## config.mk

```make
export PLATFORM = sky130hd
export DESIGN_NAME = bit_scan
export DESIGN_NICKNAME = d
export VERILOG_FILES = /design/src/rtl/bit_scan_pkg.sv /design/src/rtl/bit_scan_prio_enc.sv /design/src/rtl/bit_scan.sv
export SDC_FILE = /design/constraint.sdc
export NUM_CORES = 1
export LEC_CHECK = 0
export CAP_MARGIN = 20
export CORE_MARGIN = 2
export CORE_UTILIZATION = 35
export DETAILED_ROUTE_END_ITERATION = 8
export SLEW_MARGIN = 20
export SYNTH_ARGS = -nofsm -noshare
export SYNTH_HDL_FRONTEND = slang
export SYNTH_SLANG_ARGS = --single-unit
```

## constraint.sdc

```tcl
create_clock -name clk -period 5.51 [get_ports clk]
set_input_delay 1.102 -clock clk [delete_from_list [all_inputs] [get_ports clk]]
set_output_delay 1.102 -clock clk [all_outputs]
set_load 0.02 [all_outputs]
```

## src/rtl/bit_scan_pkg.sv

```systemverilog
// bit_scan_pkg: shared state encodings and scan-mode constants for bit_scan.
package bit_scan_pkg;
  typedef enum logic {IDLE = 1'b0, SCAN = 1'b1} state_t;
  localparam logic MSB_FIRST = 1'b0;
  localparam logic LSB_FIRST = 1'b1;
endpackage

```

## src/rtl/bit_scan_prio_enc.sv

```systemverilog
// prio_enc: combinational index of the highest set bit, with a found flag.
module prio_enc #(
  parameter int WIDTH_LOG = 4
) (
  input  logic [2**WIDTH_LOG-1:0] din,
  output logic [WIDTH_LOG-1:0]    idx,
  output logic                    found
);
  always_comb begin
    idx = '0;
    found = 1'b0;
    for (int i = 0; i < 2**WIDTH_LOG; i++) begin
      if (din[i]) begin
        idx = WIDTH_LOG'(i);
        found = 1'b1;
      end
    end
  end
endmodule

```

## src/rtl/bit_scan.sv

```systemverilog
// bit_scan: streams the index of every set bit of an accepted vector, one beat per cycle.
module bit_scan
  import bit_scan_pkg::*;
#(
  parameter int WIDTH_LOG = 4
) (
  input  logic                   clk,
  input  logic                   rst_n,
  input  logic                   in_valid,
  output logic                   in_ready,
  input  logic [2**WIDTH_LOG-1:0] in_data,
  input  logic                   in_lsb_first,
  input  logic                   flush,
  output logic                   out_valid,
  input  logic                   out_ready,
  output logic [WIDTH_LOG-1:0]   out_idx,
  output logic [WIDTH_LOG:0]     out_seq,
  output logic                   out_last,
  output logic                   out_none
);
  localparam int WIDTH = 2**WIDTH_LOG;
  state_t               state_q, state_d;
  logic [WIDTH-1:0]     rem_q, rem_d, enc_in;
  logic                 mode_q, mode_d;
  logic [WIDTH_LOG:0]   seq_q, seq_d;
  logic [WIDTH_LOG-1:0] enc_idx;
  logic                 enc_found, fire, accept;
  // LSB mode reuses the MSB encoder on the bit-reversed vector
  always_comb begin
    enc_in = rem_q;
    for (int i = 0; i < WIDTH; i++) enc_in[i] = (mode_q == LSB_FIRST) ? rem_q[WIDTH-1-i] : rem_q[i];
  end
  prio_enc #(.WIDTH_LOG(WIDTH_LOG)) u_enc (
    .din  (enc_in),
    .idx  (enc_idx),
    .found(enc_found)
  );
  always_comb begin
    out_valid = (state_q == SCAN);
    out_none  = out_valid && !enc_found;
    out_idx   = !enc_found ? '0 : (mode_q == LSB_FIRST) ? WIDTH_LOG'(WIDTH-1) - enc_idx : enc_idx;
    out_last  = out_valid && ((rem_q & (rem_q - WIDTH'(1))) == '0);
    out_seq   = seq_q;
    fire      = out_valid && out_ready;
    in_ready  = (state_q == IDLE) || (fire && out_last && !flush);
    accept    = in_valid && in_ready && !flush;
  end
  always_comb begin
    state_d = state_q;
    rem_d   = rem_q;
    mode_d  = mode_q;
    seq_d   = seq_q;
    if (flush) begin
      state_d = IDLE;
      rem_d   = '0;
      seq_d   = '0;
    end else if (accept) begin
      state_d = SCAN;
      rem_d   = in_data;
      mode_d  = in_lsb_first;
      seq_d   = '0;
    end else if (fire) begin
      state_d = out_last ? IDLE : SCAN;
      rem_d   = rem_q & ~(WIDTH'(1) << out_idx);
      seq_d   = out_last ? '0 : seq_q + (WIDTH_LOG+1)'(1);
    end
  end
  always_ff @(posedge clk or negedge rst_n) begin
    if (!rst_n) begin
      state_q <= IDLE;
      rem_q   <= '0;
      mode_q  <= MSB_FIRST;
      seq_q   <= '0;
    end else begin
      state_q <= state_d;
      rem_q   <= rem_d;
      mode_q  <= mode_d;
      seq_q   <= seq_d;
    end
  end
endmodule
```

* Word-level counts from Yosys, hierarchy flattened *
Cells that the tools add are included.

cells by class
  reductions and logical operators = 13
  multiplexer cells = 60
  bitwise operators = 5
  shift-type cells = 1
  $add $sub $neg = 3

operator list
  operator                                                               count
  16-bit 2-to-1 mux                                                      3
  4-bit 2-to-1 mux                                                       10
  1-bit 2-to-1 mux                                                       37
  16-bit AND                                                             2
  5-bit 2-to-1 mux                                                       4
  16-bit logical NOT                                                     1
  16-bit inverter                                                        1
  1-bit by 4-bit << shifter with 16-bit output (first input constant)    1
  16-bit by 1-bit subtractor with 16-bit output (second input constant)  1
  3-bit 2-to-1 mux                                                       4
  1-bit logical AND                                                      7
  5-bit by 1-bit adder with 5-bit output (second input constant)         1
  2-bit 2-to-1 mux                                                       2
  4-bit subtractor (first input constant)                                1
  3-bit nonzero test                                                     1
  1-bit logical NOT                                                      2
  1-bit inverter                                                         2
  2-bit AND reduction                                                    1
  1-bit logical OR                                                       1

storage, ports and cells
  bits of input ports = 22
  register bits = 23

* Longest topological paths before layout *
Gate-level depths: netlist (run 1).

  depth after elaboration = 25
  depth in mapped cells = 9
  depth with buffers taken out = 7

* By module *
From an unflattened synthesis (run 1), not the netlist that was laid out.

second synthesis, totals
  cells, all modules = 224
  area, all modules = 1920.6 sq um

by module, submodules not included
  module    times used  sequential area each (sq um)  cells an instance  area an instance (sq um)
  bit_scan  1           575.6                         195                1759.2
  prio_enc  1           0.0                           29                 161.4

* Worst setup path after synthesis (run 1) *
No wires, ideal clock.

  path type = flip-flop to output port
  start point = register rem_q[4]
  end point = output in_ready
  cell stages (with the launch flop) = 8
  arrival = 2.055 ns
  data required time = 4.408 ns
  buffers on the path = 1
  setup slack = 2.353 ns
  cell sequence = dfrtp_1 > buf_2 > nor4_4 > nand3_2 > nor3_1 > o2111ai_1 > nor2_1 > a21bo_2

between the ends
  longest elaborated chain between the ends = 7

ends and longest elaborated chain
  what                                           RTL line        text
  start, declared                                bit_scan.sv:23  logic [WIDTH-1:0] rem_q, rem_d, enc_in;
  start signal, assigned                         bit_scan.sv:76  rem_q <= rem_d;
  16-bit by 1-bit subtractor with 16-bit output  bit_scan.sv:42  out_last = out_valid && ((rem_q & (rem_q - WIDTH'(1))) == '0);
  16-bit AND *                                   bit_scan.sv:42
  16-bit logical NOT *                           bit_scan.sv:42
  1-bit logical AND *                            bit_scan.sv:42
  via out_last                                   bit_scan.sv:18  output logic out_last,
  1-bit logical AND * (2 in a row)               bit_scan.sv:45  in_ready = (state_q == IDLE) || (fire && out_last && !flush);
  1-bit logical OR *                             bit_scan.sv:45
  end, declared                                  bit_scan.sv:10  output logic in_ready,

The timed path passes the listed nets; every way through them passes the cells marked *.

* Worst setup path after layout (run 1) *
  start point = register rem_q[8]
  end point = output in_ready

between the ends
  longest elaborated chain between the ends = 7

ends and longest elaborated chain
  what                                           RTL line
  16-bit by 1-bit subtractor with 16-bit output  bit_scan.sv:42
  16-bit AND *                                   bit_scan.sv:42
  16-bit logical NOT *                           bit_scan.sv:42
  1-bit logical AND *                            bit_scan.sv:42
  1-bit logical AND * (2 in a row)               bit_scan.sv:45
  1-bit logical OR *                             bit_scan.sv:45

Every way passes the cells marked *; elsewhere a longest branch is shown, timed or not.

==> flow_metrics.py, run 1 <==
metrics = {
    "floorplan": {
        "start_util_pct": 36.6,
        "core_mm2": 0.00514,
        "die_h_um": 77.3,
        "pin_count": 35,
        "num_rows": 26,
        "fp.dieArea_mm2": 0.00597,
        "die_w_um": 77.3,
    },
    "clocking": {
        "clock-sinks": 23,
        "cts_buffer_depth": 2,
        "cts_buffers": 3,
        "cts.reportedPaths.clkPinSlew_ns": 0.09,
        "hold_buffers": 0,
        "cts_setup_buffers": 0,
        "clockRootBuffer": "clkbuf_8",
        "clk_latency_ns": 0.27,
        "post_cts_resized": 0,
        "cts_max_level": 1,
        "tritoncts": "built",
    },
    "route": {
        "vias": 1824,
        "ant_nets": 0,
        "via_per_inst": 5.88,
        "wl_per_cell_um": 17.0,
        "first_pass_iters": 4,
        "drc": 0,
        "drtIter0Drc": 309,
        "wirelength_um": 5270,
    },
    "timing": {
        "tns_ns": 0,
        "period_share_pct": 73.2,
        "relSlewSlack_pct": 48.5,
        "tightest_slew_ns": 0.773,
        "fmax_mhz": 248,
        "final_max_slew_viol_count": 0,
        "setup_viol": 0,
        "finalCriticalPeriod_ns": 4.03,
        "grt_setup_unrepaired": "no",
        "finalClockSkew_ns": 0.00463,
        "final-hold-violation-count": 0,
        "whs_ns": 0.570,
    },
    "pwr": {
        "leakage_nw": 0.849,
        "total_power_w": 0.000616,
        "ir_drop_mv": 0.185,
        "pwr_density_cell_mw_per_mm2": 273,
    },
    "worst_setup_path": {
        "r2r_slack_ns": 2.40,
        "worstPathArrival_ns": 2.93,
        "crit_fanout": 10,
        "r2r_start": "rem_q[8]",
        "rr_worst_depth": 7,
        "crit_type": "reg -> out",
        "critPathLaunchType": "register",
        "endpoint_kind": "output port",
        "crit_required_ns": 4.41,
        "r2r-end": "mode_q",
    },
    "yosys": {
        "synth_top_flop_cell": "dfrtp_1",
        "synth_edf_count": 0,
        "yosysTopAreaCell": "dfrtp_1",
        "syn-cell-area_mm2": 0.00188,
        "synth-seq-cells": 23,
        "synth_mux_area_share_pct": 2.86,
        "synth_cell_type_count": 59,
        "synth_nets": 242,
        "synth_compound_area_share_pct": 31.9,
        "synth_top_area_share_pct": 30.6,
        "syn_avg_cell_area_um2": 8.58,
        "synth_top_family_by_area": "compound AO/OA/AOI/OAI gates",
        "yosys.area_share.simple_pct": 26.2,
        "synth_xor_area_share_pct": 0.466,
        "ys_warn_count": 0,
        "synth_area_leaders": "dfrtp_1 (31%), a221o_1 (6.4%), a21oi_1 (4.8%), nor2_1 (4.2%), nor4b_1 (3.7%)",
        "synthCells": 219,
        "yosysSeqAreaShare_pct": 30.6,
        "synthAdderAreaFrac_pct": 0.666,
        "synthArstFlopShare_pct": 100,
    },
    "global_routing": {
        "grt_max_degree": 28,
        "grt_pass1_wl_um": 8780,
        "overflow": 0,
        "grt.total_usage_pct": 18.3,
        "antenna_found_initial": 0,
        "grt_pass1_vias": 1697,
    },
    "place": {
        "gp_congestion": 0.891,
        "hpwl_um": 3880,
        "port_buffers": 34,
    },
    "flow_run": {
        "drv_cap": 0,
    },
    "hold_path": {
        "worstHoldEndpoint": "out_seq[2]",
        "whs_path_depth": 1,
        "min-delay-start": "out_seq[2]",
        "hp-class": "reg -> reg",
    },
    "layout": {
        "final_common_cell": "clkdlybuf4s50_1",
        "antennaDiodeCount": 0,
        "drive_gt1_share_pct": 8.75,
        "area_delta_synth_final_pct": 20.1,
        "nNetsFinal": 264,
        "final_cell_mix": "clkdlybuf4s50_1 (33), dfrtp_1 (23), nor2_1 (21)",
        "fill_cells": 535,
    },
    "status": {
        "status": "finished clean",
    },
}
## layout make-up
| class | count | area (um^2) | area share, % |
|---|---|---|---|
| clock buffers | 3 | 41.3 | 1.83 |
| clock inverters | 1 | 5.00 | 0.222 |
| inverters | 10 | 37.5 | 1.66 |
| multi-input cells | 168 | 1170 | 51.7 |
| flip-flops and latches | 23 | 576 | 25.5 |
| well taps | 70 | 87.6 | 3.88 |
| repair buffers | 35 | 343 | 15.2 |
## metrics by stage
| stage | instance area, um^2 | utilization, % | worst slack (ns) | cells |
|---|---|---|---|---|
| global placement | 2220 | 43.1 | 1.76 | 306 |
| floorplan | 1880 | - | 2.35 | 219 |
| finish | 2260 | 43.9 | 1.48 | 310 |
| CTS | 2260 | 44.0 | 1.49 | 310 |
| global route | 2260 | 43.9 | 1.25 | 310 |
| detailed placement | 2220 | 43.1 | 1.75 | 306 |
## logic make-up (layout without fill, tap and decap cells)
group	Yosys count	in the layout
AOI/OAI and AO/OA	79	79
DFF	23	23
and+or+nand+nor	82	82
muxes	5	5
adders and majority gates	1	1
xor gates and xnor gates	1	1
buffers and inverters	28	49
## worst max-delay path by stage
stage / startpoint / slack [ns] / cells after the start / end
after floorplan: rem_q[4] / 2.35 / 7 / in_ready
final: rem_q[8] / 1.48 / 7 / in_ready
after CTS: rem_q[4] / 1.49 / 7 / in_ready
after global placement: flush / 1.76 / 5 / in_ready
after detailed placement: flush / 1.75 / 5 / in_ready
after global routing: rem_q[8] / 1.25 / 7 / in_ready
## flip-flops by register name, summed over array words and instances, names as in the netlist
| register | count |
|---|---|
| rem_q | 16 |
| out_valid | 1 |
| out_seq | 5 |
| mode_q | 1 |
## cell usage after synthesis (3+ instances only)
cell type / n
o21ai_0: 6
a211oi_1: 5
nor2_1: 21
a21oi_1: 18
o21ai_1: 5
nor2b_1: 4
nor3_1: 10
buf_2: 7
nor4b_1: 8
nand3_1: 3
nor4_1: 5
o22ai_1: 3
a31oi_1: 3
dfrtp_1: 23
inv_1: 9
o31ai_1: 4
clkbuf_1: 8
buf_6: 3
nor4_2: 3
and2_1: 3
nand2_1: 8
a221o_1: 12
## power breakdown
| group | internal (W) | switching, W | total (W) |
|---|---|---|---|
| clock network | 0.0000506 | 0.0000588 | 0.000109 |
| logic | 0.000125 | 0.000156 | 0.000282 |
| registers | 0.000181 | 0.0000438 | 0.000225 |
| total | 0.000357 | 0.000259 | 0.000616 |
## routing by layer
layer / global-route usage, % / routed length (um) / vias to the layer above
li1: - / - / 890
met1: 27.1 / 2510 / 857
met2: 27.0 / 2350 / 73
met3: 3.65 / 347 / 4
met4: 4.29 / 58 / 0
met5: 0 / 0 / -
## worst max-delay path: stages (launching register included)
cell and delay (ns):
dfrtp_1 0.52, nor4_2 0.54, nand3_2 0.18, nor3_1 0.18
o2111ai_1 0.22, nor2_1 0.23, a21bo_2 0.18, clkdlybuf4s50_1 0.60
Power figures use the tool's default switching activity.
==> run 2, diff against run 1 <==
Clock period 5.51 ns to 4.2 ns, I/O delays scaled along.
==> run 2 against run 1 <==
Compared with the run above:
- combinational power increased by 39%
- core utilization up 0.58 points
- clock skew up 0.0044 ns
- highest routed layer unchanged
- worst setup slack worse by 1.0 ns
- via count grew 3.6%
- power rose by 35%
==> flow_metrics.py, run 2 (synthesis gave the netlist of run 1 again) <==
metrics = {
    "global_routing": {
        "grt.total_usage_pct": 19.4,
        "grt_pass1_vias": 1750,
        "grt_max_degree": 24,
        "antenna_found_initial": 0,
        "grt_pass1_wl_um": 9250,
        "overflow": 0,
    },
    "hold_path": {
        "hp-class": "reg -> reg",
        "min-delay-start": "out_seq[2]",
    },
    "layout": {
        "final_common_cell": "clkdlybuf4s50_1",
        "antennaDiodeCount": 0,
        "largest_reg_flops": 16,
        "largest_register": "rem_q",
        "final_cell_mix": "clkdlybuf4s50_1 (34), dfrtp_1 (23), nor2_1 (21)",
        "fin_area_mm2": 0.00229,
        "drive_gt1_share_pct": 9.47,
        "nNetsFinal": 267,
        "area_delta_synth_final_pct": 21.7,
    },
    "route": {
        "via_per_inst": 6.04,
        "drtIter0Drc": 186,
        "ant_nets": 0,
        "drc": 0,
        "first_pass_iters": 4,
        "wl_per_cell_um": 17.8,
        "vias": 1889,
        "wirelength_um": 5580,
    },
    "pwr": {
        "pwr_density_cell_mw_per_mm2": 364,
        "total_power_w": 0.000832,
        "ir_drop_mv": 0.239,
        "leakage_nw": 0.860,
    },
    "timing": {
        "tns_ns": 0,
        "finalClockSkew_ns": 0.00907,
        "finalCriticalPeriod_ns": 3.75,
        "fmax_mhz": 267,
        "grt_setup_unrepaired": "no",
        "relSlewSlack_pct": 52.8,
        "final_max_slew_viol_count": 0,
        "setup_viol": 0,
        "layout_setup_ws_ns": 0.452,
        "whs_ns": 0.573,
        "tightest_slew_ns": 0.703,
        "period_share_pct": 89.2,
        "final-hold-violation-count": 0,
    },
    "worst_setup_path": {
        "crit_fanout": 10,
        "crit_family": "compound AO/OA/AOI/OAI gates",
        "worst_path_largest_cell_delay_ns": 0.60,
        "critPathLaunch": "rem_q[4]",
        "worstPathCellList": "a2111oi_0, a31oi_1, nor3_1, o2111ai_1, nor2_1, a21bo_2, clkdlybuf4s50_1",
        "r2r_start": "rem_q[3]",
        "endpoint_kind": "output port",
        "critPathLaunchType": "register",
        "crit_required_ns": 3.36,
        "crit_type": "reg -> out",
        "worstPathArrival_ns": 2.91,
        "crit_slowest_cell": "clkdlybuf4s50_1",
        "critPathBufInv": 1,
    },
    "clocking": {
        "cts_setup_buffers": 0,
        "cts_buffer_depth": 2,
        "hold_buffers": 0,
        "tritoncts": "built",
        "cts_max_level": 1,
        "clk_latency_ns": 0.28,
        "post_cts_resized": 0,
        "cts.reportedPaths.clkPinSlew_ns": 0.10,
        "clockRootBuffer": "clkbuf_8",
        "cts_buffers": 3,
        "clock-sinks": 23,
    },
    "place": {
        "place_ws_ns": 0.809,
        "place_area_mm2": 0.00224,
        "port_buffers": 34,
        "hpwl_um": 4070,
        "gp_congestion": 0.921,
    },
    "floorplan": {
        "num_rows": 26,
        "die_h_um": 77.3,
        "start_util_pct": 36.6,
        "pin_count": 35,
        "fp.dieArea_mm2": 0.00597,
        "core_mm2": 0.00514,
        "die_w_um": 77.3,
    },
    "flow_run": {
        "drv_cap": 0,
    },
    "status": {
        "status": "finished clean",
    },
}
-- run 2: worst paths after layout --
kind | slack, ns | cells after the start | end
setup / recovery | 0.45 | 7 | in_ready
hold / removal | 0.57 | 1 | out_seq[2]
setup reg to reg | 1.36 | 8 | mode_q
hold reg to reg | 0.57 | 1 | out_seq[2]
max in group asynchronous | 3.02 | 2 | rem_q[10]
min in group asynchronous | 0.92 | 2 | rem_q[13]
-- run 2: final cells by class --
| type | instances | area, um^2 |
|---|---|---|
| inverter | 10 | 37.5 |
| multi-input combinational | 168 | 1170 |
| clock inverter | 1 | 7.51 |
| timing repair buffer | 38 | 370 |
| tap | 70 | 87.6 |
| fill | 534 | 2850 |
| sequential | 23 | 576 |
| clock buffer | 3 | 41.3 |
-- run 2: worst register-to-register path: stages, from the launching register on --
cell	delay, ns
dfrtp_1	0.50
nor2_2	0.28
nand2_1	0.16
nor4_2	0.42
o211ai_1	0.20
o32ai_4	0.27
buf_4	0.27
and2b_4	0.30
mux2_1	0.35
-- run 2: through the flow --
stage / std cells / utilization (%)
floorplan: 219 / -
global placement: 309 / 43.5
detailed placement: 309 / 43.5
CTS: 313 / 44.5
global route: 313 / 44.5
finish: 313 / 44.5
-- run 2: routing by layer --
| metal | up-vias | part of all wire (%) | wire (um) | global-route usage (%) |
|---|---|---|---|---|
| met1 | 915 | 48 | 2670 | 28.8 |
| met2 | 68 | 45 | 2480 | 28.4 |
| met3 | 11 | 5.3 | 294 | 2.82 |
| li1 | 895 | - | - | - |
| met5 | - | 0 | 0 | 0 |
| met4 | 0 | 2.3 | 126 | 6.96 |
-- run 2: power by group --
group,internal (W),switching (W)
sequential,0.000237,0.0000496
clock,0.0000675,0.0000850
combinational,0.000170,0.000223
total,0.000475,0.000358
==> run 3, diff against run 2 <==
Settings changed: CORE_ASPECT_RATIO set to 1.2, PLACE_DENSITY set to 0.62, SKIP_CTS_REPAIR_TIMING set to 1.
==> run 3 against run 2 <==
Compared with the run above:
- combinational power is essentially flat
- count of clock-buffer cells in the layout is the same
- sequential share of layout area rose by 0.25 points
- first-iteration DRC count fell by 17%
- final cell count down 2.9%
- clock power about the same
- worst hold slack got worse by 0.030 ns
- global-route usage fell by 0.71 points
- die area about the same
- maximum frequency grew 0.86%
- wire length rose by 2.7%
- critical endpoint unchanged
- highest routed layer unchanged
==> flow_metrics.py, run 3 (synthesis gave the netlist of run 1 again) <==
metrics = {
    "status": {
        "status": "finished clean",
    },
    "layout": {
        "seq_area_um2": 576,
        "largest_reg_flops": 16,
        "fill_cells": 516,
        "final_cell_mix": "clkdlybuf4s50_1 (33), dfrtp_1 (23), nor2_1 (21)",
        "largest_register": "rem_q",
        "final_common_cell": "clkdlybuf4s50_1",
        "area_delta_synth_final_pct": 20.5,
        "stdcell_count": 304,
        "drive_gt1_share_pct": 9.50,
        "nNetsFinal": 266,
        "multi_input_area_mm2": 0.00117,
        "antennaDiodeCount": 0,
    },
    "timing": {
        "finalClockSkew_ns": 0.00370,
        "finalCriticalPeriod_ns": 3.72,
        "period_share_pct": 88.5,
        "whs_ns": 0.543,
        "final_max_slew_viol_count": 0,
        "setup_viol": 0,
        "relSlewSlack_pct": 45.7,
        "fmax_mhz": 269,
        "tightest_slew_ns": 0.810,
        "tns_ns": 0,
        "grt_setup_unrepaired": "no",
        "final-hold-violation-count": 0,
    },
    "pwr": {
        "pwr_density_cell_mw_per_mm2": 367,
        "leakage_nw": 0.855,
        "ir_drop_mv": 0.134,
    },
    "worst_setup_path": {
        "crit_fanout": 10,
        "crit_required_ns": 3.36,
        "worstPathArrival_ns": 2.88,
        "crit_type": "reg -> out",
        "endpoint_kind": "output port",
        "critPathLaunch": "rem_q[4]",
        "critPathLaunchType": "register",
        "r2r_start": "rem_q[5]",
    },
    "global_routing": {
        "grt_max_degree": 24,
        "grt_pass1_wl_um": 8950,
        "overflow": 0,
        "grt.total_usage_pct": 18.7,
        "antenna_found_initial": 0,
        "grt_pass1_vias": 1696,
    },
    "route": {
        "via_per_inst": 6.23,
        "wirelength_um": 5730,
        "wl_per_cell_um": 18.8,
        "first_pass_iters": 4,
        "drtIter0Drc": 154,
        "vias": 1894,
        "drc": 0,
        "ant_nets": 0,
    },
    "clocking": {
        "cts_buffer_depth": 2,
        "clk_latency_ns": 0.27,
        "clock-sinks": 23,
        "cts_buffers": 3,
        "cts.reportedPaths.clkPinSlew_ns": 0.09,
        "cts_max_level": 1,
        "tritoncts": "built",
        "clockRootBuffer": "clkbuf_8",
    },
    "flow_run": {
        "drv_cap": 0,
    },
    "hold_path": {
        "hp-class": "in -> async",
    },
    "place": {
        "placed_cells": 300,
        "port_buffers": 34,
        "gp_congestion": 0.883,
        "hpwl_um": 4300,
    },
    "floorplan": {
        "start_util_pct": 36.0,
        "num_rows": 29,
        "fp.dieArea_mm2": 0.00597,
        "die_h_um": 84.3,
        "die_w_um": 70.9,
        "core_mm2": 0.00523,
        "pin_count": 35,
    },
}
[run 3: cell count changes in the layout (fill, tap and decap cells not counted)]
cell / before / now
buf_2: 0 / 1
buf_4: 4 / 3
clkdlybuf4s50_1: 34 / 33
[run 3: per-stage QoR]
stage                     instance area [um^2]  util (%)  setup slack (ns)  total power (W)
after detailed placement                  2220      42.5             0.814         0.000679
after global routing                      2260      43.3             0.253         0.000872
final                                     2260      43.3             0.484         0.000831
after global placement                    2220      42.5             0.834         0.000682
after CTS                                 2270      43.4             0.485         0.000832
after floorplan                           1880         -              1.30         0.000549
[run 3: path summary, 6_finish.rpt]
path	endpoint	slack, ns	cells past startpoint
min in group clk	out_seq[1]	0.56	2
worst max register to register	mode_q	1.20	8
max in group asynchronous	rem_q[5]	3.29	1
worst min register to register	out_seq[1]	0.56	2
worst max-delay path	in_ready	0.48	7
worst min-delay path	out_seq[4]	0.54	1
[run 3: per-layer routing]
| layer | up-vias | share of wire, % | wire (um) | global-route usage, % |
|---|---|---|---|---|
| met5 | - | 0 | 0 | 0 |
| met4 | 0 | 0.96 | 55 | 4.46 |
| met3 | 6 | 4.5 | 255 | 2.40 |
| met2 | 56 | 51 | 2910 | 32.0 |
| met1 | 939 | 44 | 2510 | 24.9 |
| li1 | 893 | - | - | - |
[run 3: area by class of cell]
cell class                 instances  area share (%)
inverter                          10            1.66
tap                               62            3.43
sequential                        23            25.4
clock buffer                       3            1.82
clock inverter                     1           0.331
timing repair buffer              37            15.8
multi-input combinational        168            51.5
[run 3: worst max-delay path, cell delays in order, from the launching register on]
cell	delay [ns]
dfrtp_1	0.54
a2111oi_0	0.45
a31oi_1	0.16
nor3_1	0.25
o2111ai_1	0.22
nor2_1	0.21
a21bo_2	0.17
clkdlybuf4s50_1	0.60
[run 3: report_power, final]
group	switching, W	leakage, nW	internal [W]
Clock	0.0000835	0.0217	0.0000674
Combinational	0.000223	0.524	0.000169
Sequential	0.0000504	0.309	0.000237
Total	0.000357	0.855	0.000474
